==> src/rtl/rx_byte_fifo.sv <==
`default_nettype none
// ============================================================================
// rx_byte_fifo : receive-side byte FIFO with fill-level flags and sticky errors
// Revision 1.0
// ============================================================================
module rx_byte_fifo #(
   parameter int DATA_WIDTH = 8,
   parameter int ADDR_WIDTH = 3,
   parameter int AF_THRESH  = 6,
   parameter int AE_THRESH  = 2
) (
   input  logic                  clk_4f,
   input  logic                  reset,
   input  logic                  active,
   input  logic [DATA_WIDTH-1:0] data_in,
   input  logic                  valid_in,
   input  logic                  pop,
   output logic [DATA_WIDTH-1:0] data_out,
   output logic                  valid_out,
   output logic [ADDR_WIDTH:0]   count,
   output logic                  fifo_empty,
   output logic                  fifo_full,
   output logic                  almost_full,
   output logic                  almost_empty,
   output logic                  overflow_err,
   output logic                  underflow_err
);

   localparam int DEPTH = 1 << ADDR_WIDTH;
   localparam logic [ADDR_WIDTH:0] DEPTH_C = (ADDR_WIDTH+1)'(DEPTH);
   localparam logic [ADDR_WIDTH:0] AF_C    = (ADDR_WIDTH+1)'(AF_THRESH);
   localparam logic [ADDR_WIDTH:0] AE_C    = (ADDR_WIDTH+1)'(AE_THRESH);

   logic [DATA_WIDTH-1:0] mem [DEPTH];
   logic [ADDR_WIDTH-1:0] wr_ptr;
   logic [ADDR_WIDTH-1:0] rd_ptr;
   logic                  push;
   logic                  push_ok;
   logic                  pop_ok;

   assign fifo_empty   = (count == '0);
   assign fifo_full    = (count == DEPTH_C);
   assign almost_full  = (count >= AF_C);
   assign almost_empty = (count <= AE_C);

   // A pop frees a slot in the same cycle, so a full FIFO still accepts a push alongside it.
   assign push    = valid_in & active;
   assign pop_ok  = pop & ~fifo_empty;
   assign push_ok = push & (~fifo_full | pop_ok);

   always_ff @(posedge clk_4f) begin
      if (!reset && push_ok) begin
         mem[wr_ptr] <= data_in;
      end
   end

   always_ff @(posedge clk_4f) begin
      if (reset) begin
         wr_ptr        <= '0;
         rd_ptr        <= '0;
         count         <= '0;
         data_out      <= '0;
         valid_out     <= 1'b0;
         overflow_err  <= 1'b0;
         underflow_err <= 1'b0;
      end else begin
         valid_out <= pop_ok;
         if (push_ok) begin
            wr_ptr <= wr_ptr + 1'b1;
         end
         if (pop_ok) begin
            data_out <= mem[rd_ptr];
            rd_ptr   <= rd_ptr + 1'b1;
         end
         case ({push_ok, pop_ok})
            2'b10:   count <= count + 1'b1;
            2'b01:   count <= count - 1'b1;
            default: count <= count;
         endcase
         if (push && !push_ok) begin
            overflow_err <= 1'b1;
         end
         if (pop && fifo_empty) begin
            underflow_err <= 1'b1;
         end
      end
   end

endmodule
`default_nettype wire

==> config.mk <==
export PLATFORM = sky130hd
export DESIGN_NAME = rx_byte_fifo
export DESIGN_NICKNAME = d
export VERILOG_FILES = /design/src/rtl/rx_byte_fifo.sv
export SDC_FILE = /design/constraint.sdc
export NUM_CORES = 1
export LEC_CHECK = 0
export CAP_MARGIN = 15
export CORE_UTILIZATION = 55
export CTS_CLUSTER_DIAMETER = 80
export CTS_CLUSTER_SIZE = 25
export DETAILED_ROUTE_END_ITERATION = 10
export HOLD_SLACK_MARGIN = 0.15
export PLACE_DENSITY = 0.87
export SETUP_SLACK_MARGIN = 0.15
export SYNTH_ARGS = -nofsm -noshare
export SYNTH_HDL_FRONTEND = slang
export SYNTH_SLANG_ARGS = --single-unit
==> constraint.sdc <==
create_clock -name clk_4f -period 2.85 [get_ports clk_4f]
set_clock_uncertainty 0.15 [all_clocks]
set_input_delay 0.57 -clock clk_4f [delete_from_list [all_inputs] [get_ports clk_4f]]
set_output_delay 0.57 -clock clk_4f [all_outputs]
set_load 0.02 [all_outputs]
-- Word level (Yosys, flattened, before mapping)
Memory sizes are Yosys's and may differ from the RTL's. A register that Yosys moved wholly into a read port is not among the register bits.
Cells that the tools add are included.
- $add $sub $neg: 4
- $mul: 0
- div/mod/pow operators: 0
- magnitude comparators: 2
- equal/unequal tests: 3
- shift operators: 0
- mux-type cells: 3
- bitwise gates (word level): 6
- reductions and logical operators: 7
- operator list (cell ; number):
    $pmux W4 S2 ; 1
    $add A3 B1 Y3 const B ; 2
    $add A4 B1 Y4 const B ; 1
    $eq A4 B4 Y1 const B ; 1
    $ge A4 B3 Y1 const B ; 1
    $le A4 B2 Y1 const B ; 1
    $logic_not A4 Y1 ; 1
    $sub A4 B1 Y4 const B ; 1
    $and A1 B1 Y1 ; 3
    $logic_and A1 B1 Y1 ; 3
    $eq A2 B1 Y1 const B ; 1
    $eq A2 B2 Y1 const B ; 1
    $logic_not A1 Y1 ; 2
    $mux W1 ; 2
    $not A1 Y1 ; 2
    $reduce_bool A2 Y1 ; 1
    $or A1 B1 Y1 ; 1
- register bits: 13
- bits in latches: 0
- bits in writable memories: 64
- memory bits (read-only): 0
- bits of input ports: 13
- output and inout port bits: 19
- logic and storage cells: 32
- memories kept: 1
- memory list (memory ; words ; bits a word ; read ports ; clocked after Yosys merged registers in ; wr ports ; line ; source):
    mem ; 8 ; 8 ; 1 ; 1 ; 1 ; 34 ; logic [DATA_WIDTH-1:0] mem [DEPTH];

-- Depth between registers and ports, before layout
Gate-level depths: netlist (run 1).
- word-level depth: 8
- gate-level depth with buffers: 9
- gate-level depth less buffers: 8

-- Worst setup path after synthesis (run 1)
Ideal clock, no wire load.
- kind: in2reg
- start: in valid_in
- end: mem mem[0][0] (enable)
- setup time: 398 ps
- arrival: 1999 ps
- required time: 2302 ps
- path slack: 303 ps
- stages: 4
- path buffers: 1
- cell sequence: and2_1 clkbuf_1 o21ai_4 nor4b_1
- cells in the longest elaborated chain, start to end: 5
- RTL lines (what ; line ; source):
    from (decl) ; 16 ; input logic valid_in,
    $and A1 B1 Y1 ; 47 ; assign push = valid_in & active;
    $and A1 B1 Y1 ; 49 ; assign push_ok = push & (~fifo_full | pop_ok);
    $logic_and A1 B1 Y1 ; 52 ; if (!reset && push_ok) begin
    $mux W1 ; 52 ;
    $mux W1 (not written as such) ; 53 ; mem[wr_ptr] <= data_in;
    to (decl) ; 34 ;
Every way passes these cells.

-- Worst setup path after layout (run 1)
- start: reg count[0]
- end: out fifo_empty
- cells in the longest elaborated chain, start to end: 1
- RTL lines (what ; line ; source):
    from (decl) ; 20 ; output logic [ADDR_WIDTH:0] count,
    from (signal assigned) ; 76 ; 2'b10: count <= count + 1'b1;
    from (signal assigned) ; 77 ; 2'b01: count <= count - 1'b1;
    from (signal assigned) ; 78 ; default: count <= count;
    $logic_not A4 Y1 ; 41 ; assign fifo_empty = (count == '0);
    to (decl) ; 21 ; output logic fifo_empty,
Every way passes these cells.

==> results of run 1 <==
where the power goes:
| group | leakage [nW] | internal, mW | switching [mW] | total [mW] |
|---|---|---|---|---|
| sequential | 0.749 | 1.42 | 0.115 | 1.54 |
| clock | 0.0994 | 0.488 | 0.404 | 0.892 |
| combinational | 0.537 | 0.533 | 0.564 | 1.10 |
final cells by class:
class	count	area (sq um)
flip-flops and latches	85	2344
fillers	391	1877
multi-input cells	121	1061
repair buffers	45	416.7
clock buffers	9	123.9
well taps	75	93.84
clock inverters	6	87.58
inverters	6	22.52
registers in the layout (all words and copies together) (netlist names):
| name | flops |
|---|---|
| underflow_err | 1 |
| rd_ptr | 3 |
| valid_out | 1 |
| mem | 64 |
| data_out | 8 |
| overflow_err | 1 |
| wr_ptr | 3 |
| count | 4 |
metrics by stage:
stage	std cells	hold slack (ns)	instance area, sq um	setup slack [ns]	total power [mW]
CTS	347	0.3341	4146	0.05174	3.543
floorplan	226	0.3605	3506	0.3028	2.319
detailed placement	332	0.3134	3935	0.1803	2.666
global route	347	0.3478	4149	0.2203	3.712
global placement	332	0.3012	3935	0.2994	2.634
finish	347	0.3261	4149	0.2890	3.528
routing by layer:
| metal | vias up | GRT usage | wire length, um |
|---|---|---|---|
| met3 | 9 | 0.08556 | 512 |
| met1 | 987 | 0.2953 | 2607 |
| met4 | 0 | 0.05965 | 65 |
| li1 | 962 | - | - |
| met5 | - | 0 | 0 |
| met2 | 104 | 0.3347 | 3202 |
kinds of logic after synthesis:
group / after synthesis
flip-flops: 85
adder cells (fa/ha/maj): 5
XOR/XNOR: 4
AND/OR/NAND/NOR: 54
multiplexers: 27
buffers and inverters: 20
AO/OA/AOI/OAI: 31
worst reg2reg max path, cell delays in order, from the launching register on:
cell	delay [ns]
dfxtp_1	0.43
o41a_1	0.47
nand2_1	0.13
inv_2	0.07
ha_1	0.33
nand3_1	0.17
a211o_1	0.32
a21o_1	0.18
a31oi_1	0.11
final timing paths:
kind                            cells after the start  slack, ns           end
worst max-delay path                                3       0.29    fifo_empty
worst min-delay path                                2       0.33  overflow_err
worst min register to register                      2       0.33  overflow_err
worst max register to register                      8       0.43      count[3]
what timing repair did:
action | 4_1_cts | 5_1_grt
endpoints found under the hold margin | 0 | 0
endpoints found under the setup margin | 2 | 1
resized for setup | 2 | 1
cell usage in the layout, fill, tap and decap left out, drive strengths merged, types with 3 or more instances in the layout:
master         count
a211oi             9
a21oi              7
buf               14
clkbuf             9
clkdlybuf4s50     29
dfxtp             21
edfxtp            64
ha                 4
inv                7
mux2i             10
mux4              16
nand2             11
nand3              5
nor2              24
nor3               6
o21ai              3
==> metrics.cfg, run 1 <==
[placement]
place.gp.congestion=0.8114
portBuffers=31
dpl.hpwl_um=4024

[logic_synthesis]
ys_seq_area_frac=0.6681
yosysTopAreaCellShare=0.5482
synth_area_sq_um=3506
yosys_warnings=0
synth_most_common_cell=edfxtp_1
synthTopCellsByArea=edfxtp_1 55%, dfxtp_1 12%, mux4_2 10%
synth_edf_count=64
synth_fa_ha_area_frac=0.01999
synthSimpleGateAreaFrac=0.07173
muxShareOfSynthArea=0.1345
synth_top_family_by_area=multiplexers
synth-async-reset-ratio=0
ys_top_cells_by_count=64 x edfxtp_1, 24 x nor2_1, 21 x dfxtp_1, 16 x mux4_2, 11 x nand2_1
synth_xor_area_frac=0.009993
synth_largest_area_cell=edfxtp_1
synth_cell_types=41
avgSynthCellArea_sq_um=15.51
ys_seq_elements=85
synth_flop_cell=edfxtp_1
synth_cells=226
synth_nets=244
synth_compound_area_frac=0.06638

[clocking]
cts_tree=built
path_clk_slew_ns=0.08
insertion_delay_ns=0.35
numCtsBuffers=9
htreeDepth=3
clock-sinks=85
cts_setup_buffers=0
holdBufCountCts=0
clock_path_buffers=2
cts-root-buf=clkbuf_8

[critical_path]
critPathKind=flop to output pin
worst-path-max-fanout=10
worstSetupStartpointType=flop
cp_slowest_cell=or3_4
cp_cell_sequence=or3_4, nor2_1, dlygate4sd2_1
end_kind=output pin
max_stage_delay_ns=0.46
worst-path-buf-inv=1
critPathArrivalTime_ns=1.84
startpoint=count[0]
required_ns=2.13
r2r-start=count[0]
critPathTopFamily=simple AND/OR/NAND/NOR gates

[global_route]
grt_pass1_wl_um=10180
grt_pass1_vias=1936
grt_overflow=0
antenna_found_initial=0
grt_max_degree=20
grt_use_total=0.2197

[layout]
antenna_cells=0
area_delta_synth_final_pct=18.34
final_nets=286
final_util=0.6885
drive_gt1_frac=0.1838

[floorplan]
std_cell_rows=28
start_util=0.5818
dieArea_sq_um=6698
die_h_um=81.84
ios=32
die_w_um=81.84
coreArea_sq_um=6026

[detailed_routing]
postRouteAntennaNets=0
drc=0
drt-total-wl_um=6387
first_pass_iters=5
via_count=2062
first_iter_violations=220
routed_via_density=5.942
wl_per_cell_um=18.41

[min_path]
worstHoldStart=overflow_err
holdCritPathClass=flop to flop

[power]
ir_drop_uv=494.5
powerDensity_nw_per_um2=850.3
p_leak_nw=1.386

[timing]
rsz0062_at_grt=no
setup_viol_count_final=0
fin_crit_sh=0.8986
tightest_slew_ns=0.8369
fmax_mhz=390.5
fin_crit_ns=2.561
slew_headroom=0.4413
finalSetupTns_ns=0
finalHoldViolations=0
slew_violations=0

[flow_run]
drv_cap=0

[run_status]
status=complete, no violations

Power figures use the tool's default switching activity.
==> run 2, diff against run 1 <==
Settings changed: SKIP_CTS_REPAIR_TIMING set to 1, SLEW_MARGIN set to 40.
==> run 2 against run 1 <==
Net effect:
- worst hold slack about the same
- via count decreased by 0.39%
- clock power about the same
- final cell count unchanged
- count of clock-buffer cells in the layout unchanged
- wire length decreased by 0.16%
- sequential share of layout area decreased by 0.051 points
==> metrics.cfg, run 2 (synthesis gave the netlist of run 1 again) <==
[global_route]
grt_use_total=0.2197  ; unchanged
grt_overflow=0  ; unchanged
grt_pass1_wl_um=10180  ; unchanged
grt_max_degree=20  ; unchanged
antenna_found_initial=0  ; unchanged
grt_pass1_vias=1936  ; unchanged

[layout]
multi_input_area_sq_um=1061  ; unchanged
final_common_cell=edfxtp_1
antenna_cells=0  ; unchanged
drive_gt1_frac=0.1838  ; unchanged
seq_area_sq_um=2344  ; unchanged
final_nets=286  ; unchanged
area_delta_synth_final_pct=18.45  ; about the same
largest_register=mem
finalInstanceArea_sq_um=4153  ; about the same
fill_cells=391  ; unchanged
largestRegisters=mem: 64 flops, data_out: 8 flops, count: 4 flops
largest_reg_flops=64  ; unchanged
layout_common_cells=64 x edfxtp_1, 29 x clkdlybuf4s50_1, 24 x nor2_1, 20 x dfxtp_1, 16 x mux4_2

[timing]
fin_crit_ns=2.454  ; -0.1072 ns
fin_crit_sh=0.8610  ; -0.03762
slew_headroom=0.4338  ; -0.007448
holdWs_ns=0.3261  ; +0.00005500 ns
fmax_mhz=407.5  ; +4.4%
finalHoldViolations=0  ; unchanged
finalSetupTns_ns=0  ; unchanged
rsz0062_at_grt=no
setup_viol_count_final=0  ; unchanged
slew_violations=0  ; unchanged
tightest_slew_ns=0.8481  ; +0.01116 ns

[detailed_routing]
routed_via_density=5.919  ; -0.39%
drc=0  ; unchanged
postRouteAntennaNets=0  ; unchanged
via_count=2054  ; -0.39%
wl_per_cell_um=18.38  ; -0.16%
first_pass_iters=5  ; unchanged
first_iter_violations=229  ; +4.1%
drt-total-wl_um=6377  ; -0.16%

[power]
p_leak_nw=1.393  ; +0.50%
powerDensity_nw_per_um2=851.3  ; +0.12%
ir_drop_uv=494.5  ; about the same

[clocking]
htreeDepth=3  ; unchanged
clock_path_buffers=2  ; unchanged
numCtsBuffers=9  ; unchanged
cts_tree=built
path_clk_slew_ns=0.08  ; about the same
clock-sinks=85  ; unchanged
insertion_delay_ns=0.35  ; about the same
cts-root-buf=clkbuf_8

[run_status]
status=complete, no violations

[placement]
portBuffers=31  ; unchanged
place.gp.congestion=0.8114  ; unchanged
placed_area_sq_um=3935  ; unchanged
dpl.hpwl_um=4024  ; unchanged

[floorplan]
coreArea_sq_um=6026  ; unchanged
std_cell_rows=28  ; unchanged
die_w_um=81.84  ; unchanged
ios=32  ; unchanged
start_util=0.5818  ; unchanged
dieArea_sq_um=6698  ; unchanged
die_h_um=81.84  ; unchanged

[critical_path]
critPathKind=flop to output pin
worst-path-max-fanout=10  ; unchanged
cp_slowest_cell=or3_4
end_kind=output pin
worstSetupStartpointType=flop
required_ns=2.13  ; about the same
max_stage_delay_ns=0.46  ; about the same
critPathArrivalTime_ns=1.73  ; -0.11 ns
cp_cell_sequence=or3_4, nor2_1, dlymetal6s2s_1
critPathTopFamily=simple AND/OR/NAND/NOR gates
worst-path-buf-inv=1  ; unchanged

[flow_run]
drv_cap=0  ; unchanged

[min_path]
holdCritPathClass=flop to flop

run 2: cell count changes in the layout (fill, tap and decap cells not counted):
cell            before  now
dlygate4sd2_1        1    0
dlymetal6s2s_1       1    2
run 2: metrics by stage:
step / total power [mW] / std cells / worst slack (ns) / utilization
floorplan: 2.319 / 226 / 0.3028 / -
finish: 3.535 / 347 / 0.3962 / 0.6892
global placement: 2.634 / 332 / 0.2994 / 0.6530
global route: 3.719 / 347 / 0.2875 / 0.6892
detailed placement: 2.666 / 332 / 0.1803 / 0.6530
CTS: 3.553 / 347 / 0.0002018 / 0.6881
run 2: cell type report:
| type | instances | area share |
|---|---|---|
| inverter | 6 | 0.005423 |
| sequential | 85 | 0.5643 |
| clock buffer | 9 | 0.02983 |
| multi-input combinational | 121 | 0.2555 |
| timing repair buffer | 45 | 0.1012 |
| tap | 75 | 0.02260 |
| clock inverter | 6 | 0.02109 |
run 2: path summary, 6_finish.rpt:
check,from,end,slack [ns],cells after the start
max,count[0],fifo_empty,0.40,3
min reg2reg,overflow_err,overflow_err,0.33,2
max reg2reg,count[0],count[3],0.43,8
min,overflow_err,overflow_err,0.33,2
run 2: routing by layer:
layer | vias to the layer above | part of all wire | wire length (um) | GRT usage
met4 | 0 | 0.013 | 82 | 0.05965
met1 | 984 | 0.41 | 2596 | 0.2953
met2 | 100 | 0.50 | 3199 | 0.3347
li1 | 957 | - | - | -
met3 | 13 | 0.078 | 499 | 0.08556
met5 | - | 0 | 0 | 0
run 2: where the power goes:
part	total, mW	internal, mW	switching, mW
Clock	0.891	0.488	0.403
Sequential	1.54	1.42	0.114
Combinational	1.11	0.540	0.565
run 2: worst min-delay path: cells and delay by family (launching register included):
kind	cells	cell delay (ns)
DFF	1	0.33
and+or+nand+nor	2	0.12
==> RTL edit 1: new RTL, config.mk and constraints of run 2 <==
The parameter `ADDR_WIDTH` goes from 3 to 5.
--- a/src/rtl/rx_byte_fifo.sv
+++ b/src/rtl/rx_byte_fifo.sv
@@ -6,5 +6,5 @@
 module rx_byte_fifo #(
    parameter int DATA_WIDTH = 8,
-   parameter int ADDR_WIDTH = 3,
+   parameter int ADDR_WIDTH = 5,
    parameter int AF_THRESH  = 6,
    parameter int AE_THRESH  = 2
Ports: changed (resized count); port bits go from 32 to 34. No check against the original RTL was run, so the function may have changed too.
==> RTL edit 1 against run 2 <==
- total power increased to 2.6 times the old value
- wire length increased to 3.7 times the old value
- worst setup slack got worse by 390 ps
- non-clock buffer count increased by 64
- sequential cell count increased by 198
- final area increased to 3.1 times the old value
- die area increased to 3.1 times the old value
- area after synthesis increased to 3.2 times the old value
==> RTL edit 1: results (changes against run 2) <==
{
  "critical-path-slowest-cell": {"value": "or4_4"},
  "tot_gr_track_use": {"value": 0.235, "change": "+0.0157"},
  "synth_seq_area_share": {"value": 0.738, "change": "+0.0703"},
  "grtUsageMet3": {"value": 0.0318, "change": "-0.0538"},
  "buf_share": {"value": 0.0738, "change": "-0.0274"},
  "status": {"value": "finished clean"},
  "grt_first_pass_wirelength": {"value": 35.4, "unit": "mm", "change": "+250%"},
  "final-clk-cell-share": {"value": 0.0336, "change": "-0.0173"},
  "category_of_cells_accounting_for_the_largest_share_of_critical_path_delay": {"value": "compound AO/OA/AOI/OAI gates"},
  "yosysUniqueCellTypes": {"value": 47, "change": "+15%"},
  "worst_slew_pin_slew": {"value": 628, "unit": "ps", "change": "-220 ps"},
  "cts.root.buffer_cell": {"value": "clkbuf_16"},
  "drtIter0Drc": {"value": 658, "change": "+190%"},
  "area_growth": {"value": 14.7, "unit": "%"},
  "wl_met1": {"value": 9.05, "unit": "mm", "change": "+250%"},
  "buffers_excl_clock": {"value": 109, "change": "+140%"},
  "postSynthNetCount": {"value": 632, "change": "+160%"},
  "grt_util_met2": {"value": 0.399, "change": "+0.0638"},
  "complex_gate_fraction_of_the_synthesized_area": {"value": 0.0490, "change": "-0.0174"},
  "routed_wirelength": {"value": 23.4, "unit": "mm", "change": "+270%"},
  "hpwl": {"value": 14.7, "unit": "mm", "change": "+270%"},
  "vdd_ir_drop_max": {"value": 0.460, "unit": "mV", "change": "-7.1%"},
  "combinationalPowerShare": {"value": 0.228, "change": "-0.085"},
  "top_regs": {"value": "mem: 256 flops, data_out: 8 flops, count: 6 flops"},
  "cts_max_level": {"value": 1, "change": "-2"},
  "placed_cells": {"value": 949, "change": "+190%"}
}
-- RTL edit 1: cell count changes after synthesis, moves of 6 or more --
cell and delta:
o221ai_1 +8, a22oi_1 +15, mux2i_1 +23, dfxtp_1 +6, mux4_2 +34, nor2_1 +28, buf_2 +8, a21oi_1 +7
clkbuf_1 +8, edfxtp_1 +192, o22ai_1 +7, a32o_1 +8, nand2_1 +17
-- RTL edit 1: final timing paths --
path	from	end	slack, ps
worst max-delay path	count[1]$_SDFFE_PP0P_	count[5]$_SDFFE_PP0P_	1
worst min-delay path	data_out[7]$_SDFFE_PP0P_	data_out[7]$_SDFFE_PP0P_	350
worst max register to register	count[1]$_SDFFE_PP0P_	count[5]$_SDFFE_PP0P_	1
worst min register to register	data_out[7]$_SDFFE_PP0P_	data_out[7]$_SDFFE_PP0P_	350
==> RTL edit 2: new RTL, flow settings as in run 2 <==
Without the edit above. Register the output `overflow_err` once more; this adds one clock of latency there. The other outputs are not delayed to match.
--- a/src/rtl/rx_byte_fifo.sv
+++ b/src/rtl/rx_byte_fifo.sv
@@ -32,4 +32,6 @@
    localparam logic [ADDR_WIDTH:0] AE_C    = (ADDR_WIDTH+1)'(AE_THRESH);
 
+   logic overflow_err_s0;
+
    logic [DATA_WIDTH-1:0] mem [DEPTH];
    logic [ADDR_WIDTH-1:0] wr_ptr;
@@ -62,5 +64,5 @@
          data_out      <= '0;
          valid_out     <= 1'b0;
-         overflow_err  <= 1'b0;
+         overflow_err_s0 <= 1'b0;
          underflow_err <= 1'b0;
       end else begin
@@ -79,5 +81,5 @@
          endcase
          if (push && !push_ok) begin
-            overflow_err <= 1'b1;
+            overflow_err_s0 <= 1'b1;
          end
          if (pop && fifo_empty) begin
@@ -87,4 +89,8 @@
    end
 
+   always_ff @(posedge clk_4f) begin
+      overflow_err <= overflow_err_s0;
+   end
+
 endmodule
 `default_nettype wire
Behaviour: not the same (a bounded check fails within 10 cycles, from zero or initial values and one cycle with reset high).
==> RTL edit 2 against run 2 <==
- area after synthesis is 0.57% higher
- sequential share of layout area up 0.44 points
- maximum frequency shrank 3.8%
- critical path type is now reg -> reg
- largest cell class unchanged
- clock power decreased by 5.8%
- highest routed layer unchanged
- largest power group unchanged
- total power fell by 0.90%
- final area grew 0.24%
- count of clock-buffer cells in the layout is the same
- sequential cell count rose by 1
- wire length rose by 3.8%
- worst setup slack worse by 98 ps
- non-clock buffer count unchanged
==> RTL edit 2: results (changes against run 2) <==
{
  "r2r_setup_slack": {"value": 300, "unit": "ps", "change": "-130 ps"},
  "worstPathMaxFanout": {"value": 7, "change": "-3"},
  "rr_startpoint": {"value": "count[3]$_SDFFE_PP0P_"},
  "critical-path-slowest-cell": {"value": "o41a_1"},
  "final_layout_size_suffix_gt1_frac": {"value": 0.201, "change": "+0.0169"},
  "status": {"value": "finished clean"},
  "drtIter0Drc": {"value": 179, "change": "-22%"},
  "critical_path_s_largest_stage_delay": {"value": 430, "unit": "ps", "change": "-30 ps"},
  "crit_path_dat": {"value": 2680, "unit": "ps", "change": "+950 ps"},
  "category_of_cells_accounting_for_the_largest_share_of_critical_path_delay": {"value": "compound AO/OA/AOI/OAI gates"},
  "drt_first_pass_iters": {"value": 4, "change": "-1"},
  "cts_max_level": {"value": 3, "change": "unchanged"},
  "timing.hold.worst.start": {"value": "overflow_err_s0$_SDFFE_PP0P_"},
  "routabilityCongestion": {"value": 0.935, "change": "+15%"},
  "postSynthNetCount": {"value": 245, "change": "+0.41%"},
  "final_net_count": {"value": 287, "change": "+0.35%"},
  "worst_reg2reg_path_length_in_cells": {"value": 9, "change": "+1"},
  "routedWlPerCell": {"value": 19.0, "unit": "microns", "change": "+3.2%"},
  "fillCellCount": {"value": 398, "change": "+1.8%"},
  "grt_first_pass_wirelength": {"value": 10.3, "unit": "mm", "change": "+1.1%"},
  "grt_pass1_vias": {"value": 2039, "change": "+5.3%"},
  "worst_slew_pin_slew": {"value": 795, "unit": "ps", "change": "-53.0 ps"},
  "cts.root.buffer_cell": {"value": "clkbuf_8"},
  "synth_seq_area_share": {"value": 0.670, "change": "+0.00188"},
  "timing.max_cap.violations": {"value": 0, "change": "unchanged"},
  "worst_setup_hold_path_clk_slew": {"value": 100, "unit": "ps", "change": "+20 ps"},
  "vdd_ir_drop_max": {"value": 0.587, "unit": "mV", "change": "+19%"},
  "whs_endpoint": {"value": "overflow_err$_DFF_P_"},
  "synth_top_cells_by_area": {"value": "edfxtp_1 55%, dfxtp_1 12%, mux4_2 10%"},
  "tot_gr_track_use": {"value": 0.223, "change": "+0.00286"},
  "min_path_cells": {"value": 0, "change": "-2"},
  "synth_edf_count": {"value": 64, "change": "unchanged"},
  "vias_per_cell": {"value": 5.94, "change": "+0.30%"},
  "synthTopCellsByCount": {"value": "64 x edfxtp_1, 24 x nor2_1, 22 x dfxtp_1"},
  "hpwl": {"value": 4.24, "unit": "mm", "change": "+5.5%"}
}
## RTL edit 2: logic make-up (layout without fill, tap and decap cells)
kind of cell | count (synthesis) | after routing | synth area share
flops | 86 | 86 | 0.670
simple gates | 54 | 54 | 0.0713
mux | 27 | 27 | 0.134
xor+xnor | 4 | 4 | 0.00994
buf+inv | 20 | 67 | 0.0291
compound gates | 31 | 31 | 0.0660
fa+ha+maj | 5 | 5 | 0.0199
## RTL edit 2: area by class of cell
cell class | instances | area share
multi-input cells | 121 | 0.255
flip-flops and latches | 86 | 0.569
well taps | 75 | 0.0225
inverters | 6 | 0.00541
repair buffers | 45 | 0.101
clock buffers | 9 | 0.0298
clock inverters | 7 | 0.0177
## RTL edit 2: worst register-to-register path, delay by kind of cell, from the launching register on
family / cells / cell delay, ps
compound gates: 4 / 1110
flops: 1 / 370
fa+ha+maj: 1 / 330
simple gates: 2 / 290
buf+inv: 2 / 220
## RTL edit 2: worst max-delay path by stage
stage	cells after the start	to	slack [ps]	start
finish	9	count[3]$_SDFFE_PP0P_	300	count[3]$_SDFFE_PP0P_
global route	9	count[3]$_SDFFE_PP0P_	200	count[3]$_SDFFE_PP0P_
CTS	3	fifo_empty	-40	count[0]$_SDFFE_PP0P_
detailed placement	9	count[3]$_SDFFE_PP0P_	130	active
global placement	9	count[3]$_SDFFE_PP0P_	300	pop
floorplan	4	mem[0][0]$_DFFE_PP_	300	valid_in
## RTL edit 2: stage by stage
stage,instance area [sq um],util,power (mW),setup slack (ps),std cells
2_1_floorplan,3530,-,2.33,303,227
3_3_place_gp,3960,0.653,2.66,298,333
3_5_place_dp,3960,0.653,2.69,130,333
4_1_cts,4150,0.685,3.52,-37.9,349
5_1_grt,4160,0.687,3.69,204,349
6_report,4160,0.687,3.50,298,349
## RTL edit 2: where the power goes
| part | internal, mW | leakage (nW) | total (mW) | switching, mW |
|---|---|---|---|---|
| combinational | 0.545 | 0.545 | 1.11 | 0.569 |
| sequential | 1.44 | 0.758 | 1.55 | 0.109 |
| clock | 0.346 | 0.101 | 0.839 | 0.493 |
## RTL edit 2: metal layers
layer	vias up	part of all wire	GRT usage	wire [microns]
li1	965	-	-	-
met1	1017	0.43	0.284	2850
met2	82	0.51	0.355	3380
met3	8	0.048	0.0589	317
met4	0	0.012	0.104	80
met5	-	0	0	0
